## config.mk

```make
export PLATFORM = sky130hd
export DESIGN_NAME = mem_port_arbiter_flat
export DESIGN_NICKNAME = d
export VERILOG_FILES = /design/src/rtl/mem_port_arbiter_pkg.sv /design/src/rtl/mem_port_arbiter_if.sv /design/src/rtl/mem_port_arbiter_sat_counter.sv /design/src/rtl/mem_port_arbiter.sv /design/src/flat_wrapper.sv
export SDC_FILE = /design/constraint.sdc
export NUM_CORES = 1
export LEC_CHECK = 0
export ABC_AREA = 1
export BUFFER_PORTS_ARGS = -buffer_cell sky130_fd_sc_hd__buf_2
export CAP_MARGIN = 20
export CORE_MARGIN = 4
export CORE_UTILIZATION = 52
export CTS_CLUSTER_SIZE = 40
export DETAILED_ROUTE_END_ITERATION = 10
export PLACE_DENSITY_LB_ADDON = 0.08
export SETUP_SLACK_MARGIN = 0.1
export SLEW_MARGIN = 20
export SYNTH_ARGS = -nofsm -noshare
export SYNTH_HDL_FRONTEND = slang
export SYNTH_SLANG_ARGS = --single-unit
```

## constraint.sdc

```tcl
create_clock -name clk -period 5.25 [get_ports clk]
set_clock_uncertainty 0.15 [all_clocks]
set_input_delay 0.525 -clock clk [delete_from_list [all_inputs] [get_ports clk]]
set_output_delay 0.525 -clock clk [all_outputs]
set_load 0.01 [all_outputs]
```

## src/rtl/mem_port_arbiter_pkg.sv

```systemverilog
`default_nettype none
// ============================================================================
// Module      : mem_port_arbiter_pkg
// Description : Shared constants for the memory port arbiter: state encoding
//               and default parameter values.
// Revision    : 1.0 - initial release
// ============================================================================
package mem_port_arbiter_pkg;

    localparam int DEF_ADDR_W      = 32;
    localparam int DEF_DATA_W      = 32;
    localparam int DEF_STARVE_LIM  = 4;
    localparam int DEF_TIMEOUT_CYC = 255;

    typedef enum logic [1:0] {
        ST_IDLE  = 2'd0,
        ST_FETCH = 2'd1,
        ST_DATA  = 2'd2
    } arb_state_e;

endpackage : mem_port_arbiter_pkg
`default_nettype wire

```

## src/rtl/mem_port_arbiter_if.sv

```systemverilog
`default_nettype none
// ============================================================================
// Module      : mem_port_arbiter_if
// Description : Requester (fetch / data stage) and shared memory port signals.
//               master = arbiter side, slave = pipeline + memory side.
// Revision    : 1.0 - initial release
// ============================================================================
interface mem_port_arbiter_if #(
    parameter int ADDR_W = 32,
    parameter int DATA_W = 32
);
    // fetch requester
    logic              if_req;
    logic [ADDR_W-1:0] if_addr;
    logic [DATA_W-1:0] if_rdata;
    logic              if_valid;
    // data-stage requester
    logic              dm_req;
    logic              dm_we;
    logic [ADDR_W-1:0] dm_addr;
    logic [DATA_W-1:0] dm_wdata;
    logic [DATA_W-1:0] dm_rdata;
    logic              dm_valid;
    // shared memory port
    logic              mem_req;
    logic              mem_we;
    logic [ADDR_W-1:0] mem_addr;
    logic [DATA_W-1:0] mem_wdata;
    logic              mem_ready;
    logic [DATA_W-1:0] mem_rdata;

    modport master (
        input  if_req, if_addr, dm_req, dm_we, dm_addr, dm_wdata, mem_ready, mem_rdata,
        output if_rdata, if_valid, dm_rdata, dm_valid, mem_req, mem_we, mem_addr, mem_wdata
    );

    modport slave (
        output if_req, if_addr, dm_req, dm_we, dm_addr, dm_wdata, mem_ready, mem_rdata,
        input  if_rdata, if_valid, dm_rdata, dm_valid, mem_req, mem_we, mem_addr, mem_wdata
    );

endinterface : mem_port_arbiter_if
`default_nettype wire

```

## src/rtl/mem_port_arbiter_sat_counter.sv

```systemverilog
`default_nettype none
// ============================================================================
// Module      : sat_counter
// Description : Up-counter with synchronous clear that saturates at LIMIT and
//               flags when it sits at the limit. Clear has priority.
// Revision    : 1.0 - initial release
// ============================================================================
module sat_counter #(
    parameter int WIDTH = 8,
    parameter int LIMIT = 255
) (
    input  wire logic             clk,
    input  wire logic             rst,
    input  wire logic             i_clr,
    input  wire logic             i_inc,
    output logic [WIDTH-1:0]      o_cnt,
    output logic                  o_at_lim
);

    localparam logic [WIDTH-1:0] C_LIMIT = WIDTH'(LIMIT);

    logic [WIDTH-1:0] cnt_d;
    logic [WIDTH-1:0] cnt_q;

    // next count: clear wins, otherwise step up until the limit
    always_comb begin
        cnt_d = cnt_q;
        if (i_clr) begin
            cnt_d = '0;
        end else if (i_inc && (cnt_q != C_LIMIT)) begin
            cnt_d = cnt_q + 1'b1;
        end
    end

    // count register
    always_ff @(posedge clk) begin
        if (rst) begin
            cnt_q <= '0;
        end else begin
            cnt_q <= cnt_d;
        end
    end

    assign o_cnt    = cnt_q;
    assign o_at_lim = (cnt_q == C_LIMIT);

endmodule : sat_counter
`default_nettype wire

```

## src/rtl/mem_port_arbiter.sv

```systemverilog
`default_nettype none
// ============================================================================
// Module      : mem_port_arbiter
// Description : Arbitrates one external memory port between the fetch and
//               data stages. Data has priority unless a fetch has been
//               passed over STARVE_LIM times; a stuck access times out.
// Revision    : 1.0 - initial release
// ============================================================================
module mem_port_arbiter
    import mem_port_arbiter_pkg::*;
#(
    parameter int ADDR_W      = DEF_ADDR_W,
    parameter int DATA_W      = DEF_DATA_W,
    parameter int STARVE_LIM  = DEF_STARVE_LIM,
    parameter int TIMEOUT_CYC = DEF_TIMEOUT_CYC
) (
    input  wire logic          clk,
    input  wire logic          rst,
    mem_port_arbiter_if.master bus,
    output logic               stall_f,
    output logic               stall_m,
    output logic               busy,
    output logic               timeout_err
);

    localparam int STARVE_W = (STARVE_LIM < 1) ? 1 : $clog2(STARVE_LIM + 1);
    localparam int TMO_W    = (TIMEOUT_CYC < 2) ? 1 : $clog2(TIMEOUT_CYC);

    arb_state_e          state_d, state_q;
    logic                mem_req_d, mem_req_q;
    logic                mem_we_d, mem_we_q;
    logic [ADDR_W-1:0]   mem_addr_d, mem_addr_q;
    logic [DATA_W-1:0]   mem_wdata_d, mem_wdata_q;
    logic [DATA_W-1:0]   if_rdata_d, if_rdata_q;
    logic [DATA_W-1:0]   dm_rdata_d, dm_rdata_q;
    logic                if_valid_d, if_valid_q;
    logic                dm_valid_d, dm_valid_q;
    logic                timeout_err_d, timeout_err_q;

    logic                w_grant_data;
    logic                w_grant_fetch;
    logic                w_if_ok;
    logic                w_dm_ok;
    logic [STARVE_W-1:0] w_starve_cnt;
    logic                w_starve_at_lim;
    logic [TMO_W-1:0]    w_tmo_cnt;
    logic                w_tmo_at_lim;
    logic                w_busy_state;

    // a requester whose completion pulse is showing is not asking again
    assign w_if_ok      = bus.if_req & ~if_valid_q;
    assign w_dm_ok      = bus.dm_req & ~dm_valid_q;
    assign w_busy_state = (state_q != ST_IDLE);

    // runs of data grants while a fetch waits
    sat_counter #(.WIDTH(STARVE_W), .LIMIT(STARVE_LIM)) u_starve_cnt (
        .clk      (clk),
        .rst      (rst),
        .i_clr    (w_grant_fetch | (w_grant_data & ~bus.if_req)),
        .i_inc    (w_grant_data & bus.if_req),
        .o_cnt    (w_starve_cnt),
        .o_at_lim (w_starve_at_lim)
    );

    // cycles spent waiting on memory; at the limit the current cycle is the
    // TIMEOUT_CYC-th one, so the limit is TIMEOUT_CYC-1
    sat_counter #(.WIDTH(TMO_W), .LIMIT(TIMEOUT_CYC - 1)) u_tmo_cnt (
        .clk      (clk),
        .rst      (rst),
        .i_clr    (~w_busy_state),
        .i_inc    (w_busy_state),
        .o_cnt    (w_tmo_cnt),
        .o_at_lim (w_tmo_at_lim)
    );

    // arbitration, memory port hold and completion handling
    always_comb begin
        state_d       = state_q;
        mem_req_d     = mem_req_q;
        mem_we_d      = mem_we_q;
        mem_addr_d    = mem_addr_q;
        mem_wdata_d   = mem_wdata_q;
        if_rdata_d    = if_rdata_q;
        dm_rdata_d    = dm_rdata_q;
        if_valid_d    = 1'b0;
        dm_valid_d    = 1'b0;
        timeout_err_d = timeout_err_q;
        w_grant_data  = 1'b0;
        w_grant_fetch = 1'b0;

        case (state_q)
            ST_IDLE: begin
                if (w_dm_ok && !(w_if_ok && w_starve_at_lim)) begin
                    w_grant_data = 1'b1;
                    state_d      = ST_DATA;
                    mem_req_d    = 1'b1;
                    mem_we_d     = bus.dm_we;
                    mem_addr_d   = bus.dm_addr;
                    mem_wdata_d  = bus.dm_wdata;
                end else if (w_if_ok && (!bus.dm_req || w_starve_at_lim)) begin
                    w_grant_fetch = 1'b1;
                    state_d       = ST_FETCH;
                    mem_req_d     = 1'b1;
                    mem_we_d      = 1'b0;
                    mem_addr_d    = bus.if_addr;
                    mem_wdata_d   = '0;
                end
            end
            ST_FETCH, ST_DATA: begin
                if (bus.mem_ready || w_tmo_at_lim) begin
                    state_d   = ST_IDLE;
                    mem_req_d = 1'b0;
                    if (!bus.mem_ready) begin
                        timeout_err_d = 1'b1;
                    end
                    if (state_q == ST_FETCH) begin
                        if_valid_d = 1'b1;
                        if_rdata_d = bus.mem_ready ? bus.mem_rdata : '0;
                    end else begin
                        dm_valid_d = 1'b1;
                        if (!bus.mem_ready) begin
                            dm_rdata_d = '0;
                        end else if (!mem_we_q) begin
                            dm_rdata_d = bus.mem_rdata;
                        end
                    end
                end
            end
            default: begin
                state_d   = ST_IDLE;
                mem_req_d = 1'b0;
            end
        endcase
    end

    // state and output registers
    always_ff @(posedge clk) begin
        if (rst) begin
            state_q       <= ST_IDLE;
            mem_req_q     <= 1'b0;
            mem_we_q      <= 1'b0;
            mem_addr_q    <= '0;
            mem_wdata_q   <= '0;
            if_rdata_q    <= '0;
            dm_rdata_q    <= '0;
            if_valid_q    <= 1'b0;
            dm_valid_q    <= 1'b0;
            timeout_err_q <= 1'b0;
        end else begin
            state_q       <= state_d;
            mem_req_q     <= mem_req_d;
            mem_we_q      <= mem_we_d;
            mem_addr_q    <= mem_addr_d;
            mem_wdata_q   <= mem_wdata_d;
            if_rdata_q    <= if_rdata_d;
            dm_rdata_q    <= dm_rdata_d;
            if_valid_q    <= if_valid_d;
            dm_valid_q    <= dm_valid_d;
            timeout_err_q <= timeout_err_d;
        end
    end

    assign bus.mem_req   = mem_req_q;
    assign bus.mem_we    = mem_we_q;
    assign bus.mem_addr  = mem_addr_q;
    assign bus.mem_wdata = mem_wdata_q;
    assign bus.if_rdata  = if_rdata_q;
    assign bus.if_valid  = if_valid_q;
    assign bus.dm_rdata  = dm_rdata_q;
    assign bus.dm_valid  = dm_valid_q;

    assign stall_f     = bus.if_req & ~if_valid_q;
    assign stall_m     = bus.dm_req & ~dm_valid_q;
    assign busy        = w_busy_state & ~rst;
    assign timeout_err = timeout_err_q;

endmodule : mem_port_arbiter
`default_nettype wire

```

## src/flat_wrapper.sv

```systemverilog
// flat-port wrapper written by rule: the top's interface ports become plain ports
module mem_port_arbiter_flat import mem_port_arbiter_pkg::*;
#(
    parameter int ADDR_W      = DEF_ADDR_W,
    parameter int DATA_W      = DEF_DATA_W,
    parameter int STARVE_LIM  = DEF_STARVE_LIM,
    parameter int TIMEOUT_CYC = DEF_TIMEOUT_CYC
)
  (clk, rst, stall_f, stall_m, busy, timeout_err, bus_if_req, bus_if_addr, bus_dm_req, bus_dm_we, bus_dm_addr, bus_dm_wdata, bus_mem_ready, bus_mem_rdata, bus_if_rdata, bus_if_valid, bus_dm_rdata, bus_dm_valid, bus_mem_req, bus_mem_we, bus_mem_addr, bus_mem_wdata);
  mem_port_arbiter_if #(.ADDR_W(ADDR_W), .DATA_W(DATA_W)) bus_i ();
  input  wire logic clk;
  input  wire logic rst;
  output logic stall_f;
  output logic stall_m;
  output logic busy;
  output logic timeout_err;
  input wire logic [$bits(bus_i.if_req)-1:0] bus_if_req;
  input wire logic [$bits(bus_i.if_addr)-1:0] bus_if_addr;
  input wire logic [$bits(bus_i.dm_req)-1:0] bus_dm_req;
  input wire logic [$bits(bus_i.dm_we)-1:0] bus_dm_we;
  input wire logic [$bits(bus_i.dm_addr)-1:0] bus_dm_addr;
  input wire logic [$bits(bus_i.dm_wdata)-1:0] bus_dm_wdata;
  input wire logic [$bits(bus_i.mem_ready)-1:0] bus_mem_ready;
  input wire logic [$bits(bus_i.mem_rdata)-1:0] bus_mem_rdata;
  output wire logic [$bits(bus_i.if_rdata)-1:0] bus_if_rdata;
  output wire logic [$bits(bus_i.if_valid)-1:0] bus_if_valid;
  output wire logic [$bits(bus_i.dm_rdata)-1:0] bus_dm_rdata;
  output wire logic [$bits(bus_i.dm_valid)-1:0] bus_dm_valid;
  output wire logic [$bits(bus_i.mem_req)-1:0] bus_mem_req;
  output wire logic [$bits(bus_i.mem_we)-1:0] bus_mem_we;
  output wire logic [$bits(bus_i.mem_addr)-1:0] bus_mem_addr;
  output wire logic [$bits(bus_i.mem_wdata)-1:0] bus_mem_wdata;
  assign bus_i.if_req = bus_if_req;
  assign bus_i.if_addr = bus_if_addr;
  assign bus_i.dm_req = bus_dm_req;
  assign bus_i.dm_we = bus_dm_we;
  assign bus_i.dm_addr = bus_dm_addr;
  assign bus_i.dm_wdata = bus_dm_wdata;
  assign bus_i.mem_ready = bus_mem_ready;
  assign bus_i.mem_rdata = bus_mem_rdata;
  assign bus_if_rdata = bus_i.if_rdata;
  assign bus_if_valid = bus_i.if_valid;
  assign bus_dm_rdata = bus_i.dm_rdata;
  assign bus_dm_valid = bus_i.dm_valid;
  assign bus_mem_req = bus_i.mem_req;
  assign bus_mem_we = bus_i.mem_we;
  assign bus_mem_addr = bus_i.mem_addr;
  assign bus_mem_wdata = bus_i.mem_wdata;
  mem_port_arbiter #(.ADDR_W(ADDR_W), .DATA_W(DATA_W), .STARVE_LIM(STARVE_LIM), .TIMEOUT_CYC(TIMEOUT_CYC)) u_core (.clk(clk), .rst(rst), .bus(bus_i), .stall_f(stall_f), .stall_m(stall_m), .busy(busy), .timeout_err(timeout_err));
endmodule
```

==> results.txt <==
Flop2flop setup slack: 2.34 ns
Layout cell share with drive strength beyond 1: 33.27%
Antenna-violating nets left: 0
Register area: 0.002923 mm^2
Routed wire length on met2: 8251 um
Root Buffer: clkbuf_16
Status: complete, no violations
Yosys warns: 0
CTS Buf Count: 17
Peak VDD IR: 204.5 uV
Largest net degree at the start of global routing: 81
#FFs+latches synth: 146
DR vias: 6,308
Routed Wire Length: 17,820 um
Die Ht: 118.4 um
Max layer used: met4
CP Class: flop to flop
RePlAce Congestion: 0.8460
Cell area after layout: 0.008268 mm^2
Max Freq: 344.1 MHz
DIE AREA: 0.01403 mm^2
H-tree level count: 4
Most common cell after layout, fill and taps aside: nand2_1
Vias per cell: 4.951
Final #Nets: 1,255
Clock sink count: 146
Clock buffer depth: 2
Initial drt markers: 344
# Max-Cap Violations: 0
# fillers: 1,026
Commonest cells after routing, fill and taps aside: 313 x nand2_1, 268 x buf_2, 146 x dfxtp_1, 99 x a21oi_1, 53 x inv_1
IO buf count: 269
P&R area growth vs syn: 30.36%
Post-CTS setup buffers: 0
First-pass GRT wire length: 28,890 um
Worst setup margin: 2.344 ns
Max-slew violations: 0
Pre-CTS setup slack: 2.037 ns
Initial antenna violation count: 0
Avg Inst Size Synth: 7.248 um^2
GRT Resource Usage Total: 24.93%
Crit path max fanout: 39
Worst-skew pair later-pin latency: 0.42 ns
Placement Rows: 40
Die X: 118.4 um
# setup viols final: 0
LEAKAGE: 4.149 nW
WL met3: 1590 um
Pwr dens: 405.0 mW/mm^2
Psw: 0.001044 W
Syn Nets: 1,016
Min Hold Slack: 0.2001 ns
Setup crit start kind: flop
RSZ-0062 raised after global routing: no
Total negative setup slack: 0 ns
Worst EP required: 5.44 ns
DRT met1 WL: 7610 um
1st-pass router iterations: 4
Fin crit period: 2.906 ns
Slew HR: 33.77%
Combinational fraction of design power: 24.2%
Avg WL per Cell: 13.98 um
CTS resizes: 0
HP Class: primary input to flop
CTS tree: yes
DRC Markers: 0
IO Count: 270
Post-DP HPWL: 12,420 um
Cell count after synthesis: 875
Post-synthesis sequential area ratio: 46.08%
Sw Share: 31.18%
CTS hold repair buffers: 0
Clock share of power: 37.0%
Slew @ Worst Pin: 0.9911 ns
Worst Setup End Kind: flop
Pwr Total: 0.003348 W
Arr. time, crit path: 3.10 ns
Clk pin slew, worst setup/hold paths: 0.06 ns
Placed inst area: 0.007609 mm^2
Final Cycle Share: 55.36%
GRT Residual Overflow: 0
Yosys cell types: 28
Synthesized area: 0.006342 mm^2
Initial Util: 53.02%
Core area: 0.01196 mm^2
Area of the multi-input gates: 0.002897 mm^2
ANT cells: 0
Fin. Hold Viols: 0
Number of global-route vias before repair: 5,833
Sequential share of power: 38.7%
Internal: 0.002304 W
==> flip-flops by register name (all words and copies together), names as in the netlist, 2 cells and up <==
signal and count:
u_core.bus.mem_addr 32, u_core.bus.if_rdata 32, u_core.bus.mem_wdata 32, u_core.state_q 2, u_core.bus.dm_rdata 32, u_core.u_starve_cnt.o_cnt 3, u_core.u_tmo_cnt.o_cnt 8
==> cells in the mapped netlist <==
master    count  area share (%)
nor2_8        1            0.32
nor2_4        2            0.36
clkbuf_1     26             1.5
nand2_1     313              19
dfxtp_1     146              46
clkinv_1      1           0.059
xor2_1        2            0.28
nor2_1       44             2.6
ha_1          7             1.4
buf_6         8             1.4
a21oi_1      99             7.8
a21oi_2      11             1.5
xnor2_1       1            0.14
nand2_2      14             1.4
buf_2        20             1.6
nor3_1        1           0.079
nand4_1      36             3.6
inv_1        53             3.1
nand3_4       1            0.28
buf_8         1            0.24
buf_1         1           0.059
clkbuf_2      1           0.079
nand2_4       2            0.36
nand3_1      10            0.79
nor2_2       32             3.2
nor3b_1       1            0.12
o21ai_0      38             3.0
inv_2         3            0.18
==> layer usage <==
layer  vias to the layer above  track usage [%]
met5                         -                0
met4                         0            9.558
met3                        34            8.325
met2                       255            38.80
met1                      2762            32.12
li1                       3257                -
==> cell families after synthesis <==
kind of cell / share of synthesized area [%]
AO/OA/AOI/OAI: 12.33
XOR/XNOR: 0.4144
adder cells (fa/ha/maj): 1.381
buffers and inverters: 8.285
flip-flops: 46.08
AND/OR/NAND/NOR: 31.51
==> worst paths after layout <==
check             depth (start not counted)                               endpoint                                      start
hold reg to reg                           2    u_core.bus.dm_rdata[6]$_SDFFE_PP0P_        u_core.bus.dm_rdata[6]$_SDFFE_PP0P_
setup / recovery                         12  u_core.bus.mem_wdata[27]$_SDFFE_PP0P_  u_core.u_starve_cnt.o_cnt[0]$_SDFFE_PP0P_
hold / removal                            3  u_core.bus.mem_wdata[18]$_SDFFE_PP0P_                           bus_dm_wdata[18]
setup reg to reg                         12  u_core.bus.mem_wdata[27]$_SDFFE_PP0P_  u_core.u_starve_cnt.o_cnt[0]$_SDFFE_PP0P_
==> final cells by class <==
class                   instances  share of cell area [%]
clock buffers                  22                   5.857
clock inverters                10                   1.574
inverters                      57                   2.588
multi-input cells             615                   35.03
flip-flops and latches        146                   35.35
well taps                     147                   2.225
repair buffers                277                   17.37
==> worst max-delay path: stages (launching register included) <==
cell,delay (ns)
dfxtp_1,0.35
inv_1,0.06
ha_1,0.20
nand2_2,0.12
inv_2,0.06
nand2_4,0.10
nand2_2,0.05
nand2_2,0.08
nand2_4,0.19
inv_2,0.64
buf_4,0.58
nand2_1,0.11
a21oi_1,0.13
==> metrics by stage <==
stage / instances / util (%)
finish: 1274 / 69.12
global route: 1274 / 69.12
CTS: 1272 / 68.74
detailed placement: 1240 / 63.61
global placement: 1240 / 63.61
floorplan: 875 / -
==> power groups by stage <==
stage          registers (W)  clock network (W)  logic, W
3_3_place_gp         0.00132                  0  0.000788
4_1_cts              0.00130            0.00126  0.000798
3_5_place_dp         0.00132                  0  0.000794
5_1_grt              0.00131            0.00131  0.000906
6_report             0.00130            0.00124  0.000812
2_1_floorplan        0.00137                  0  0.000486
No activity file was read; power rests on OpenSTA's default activity.
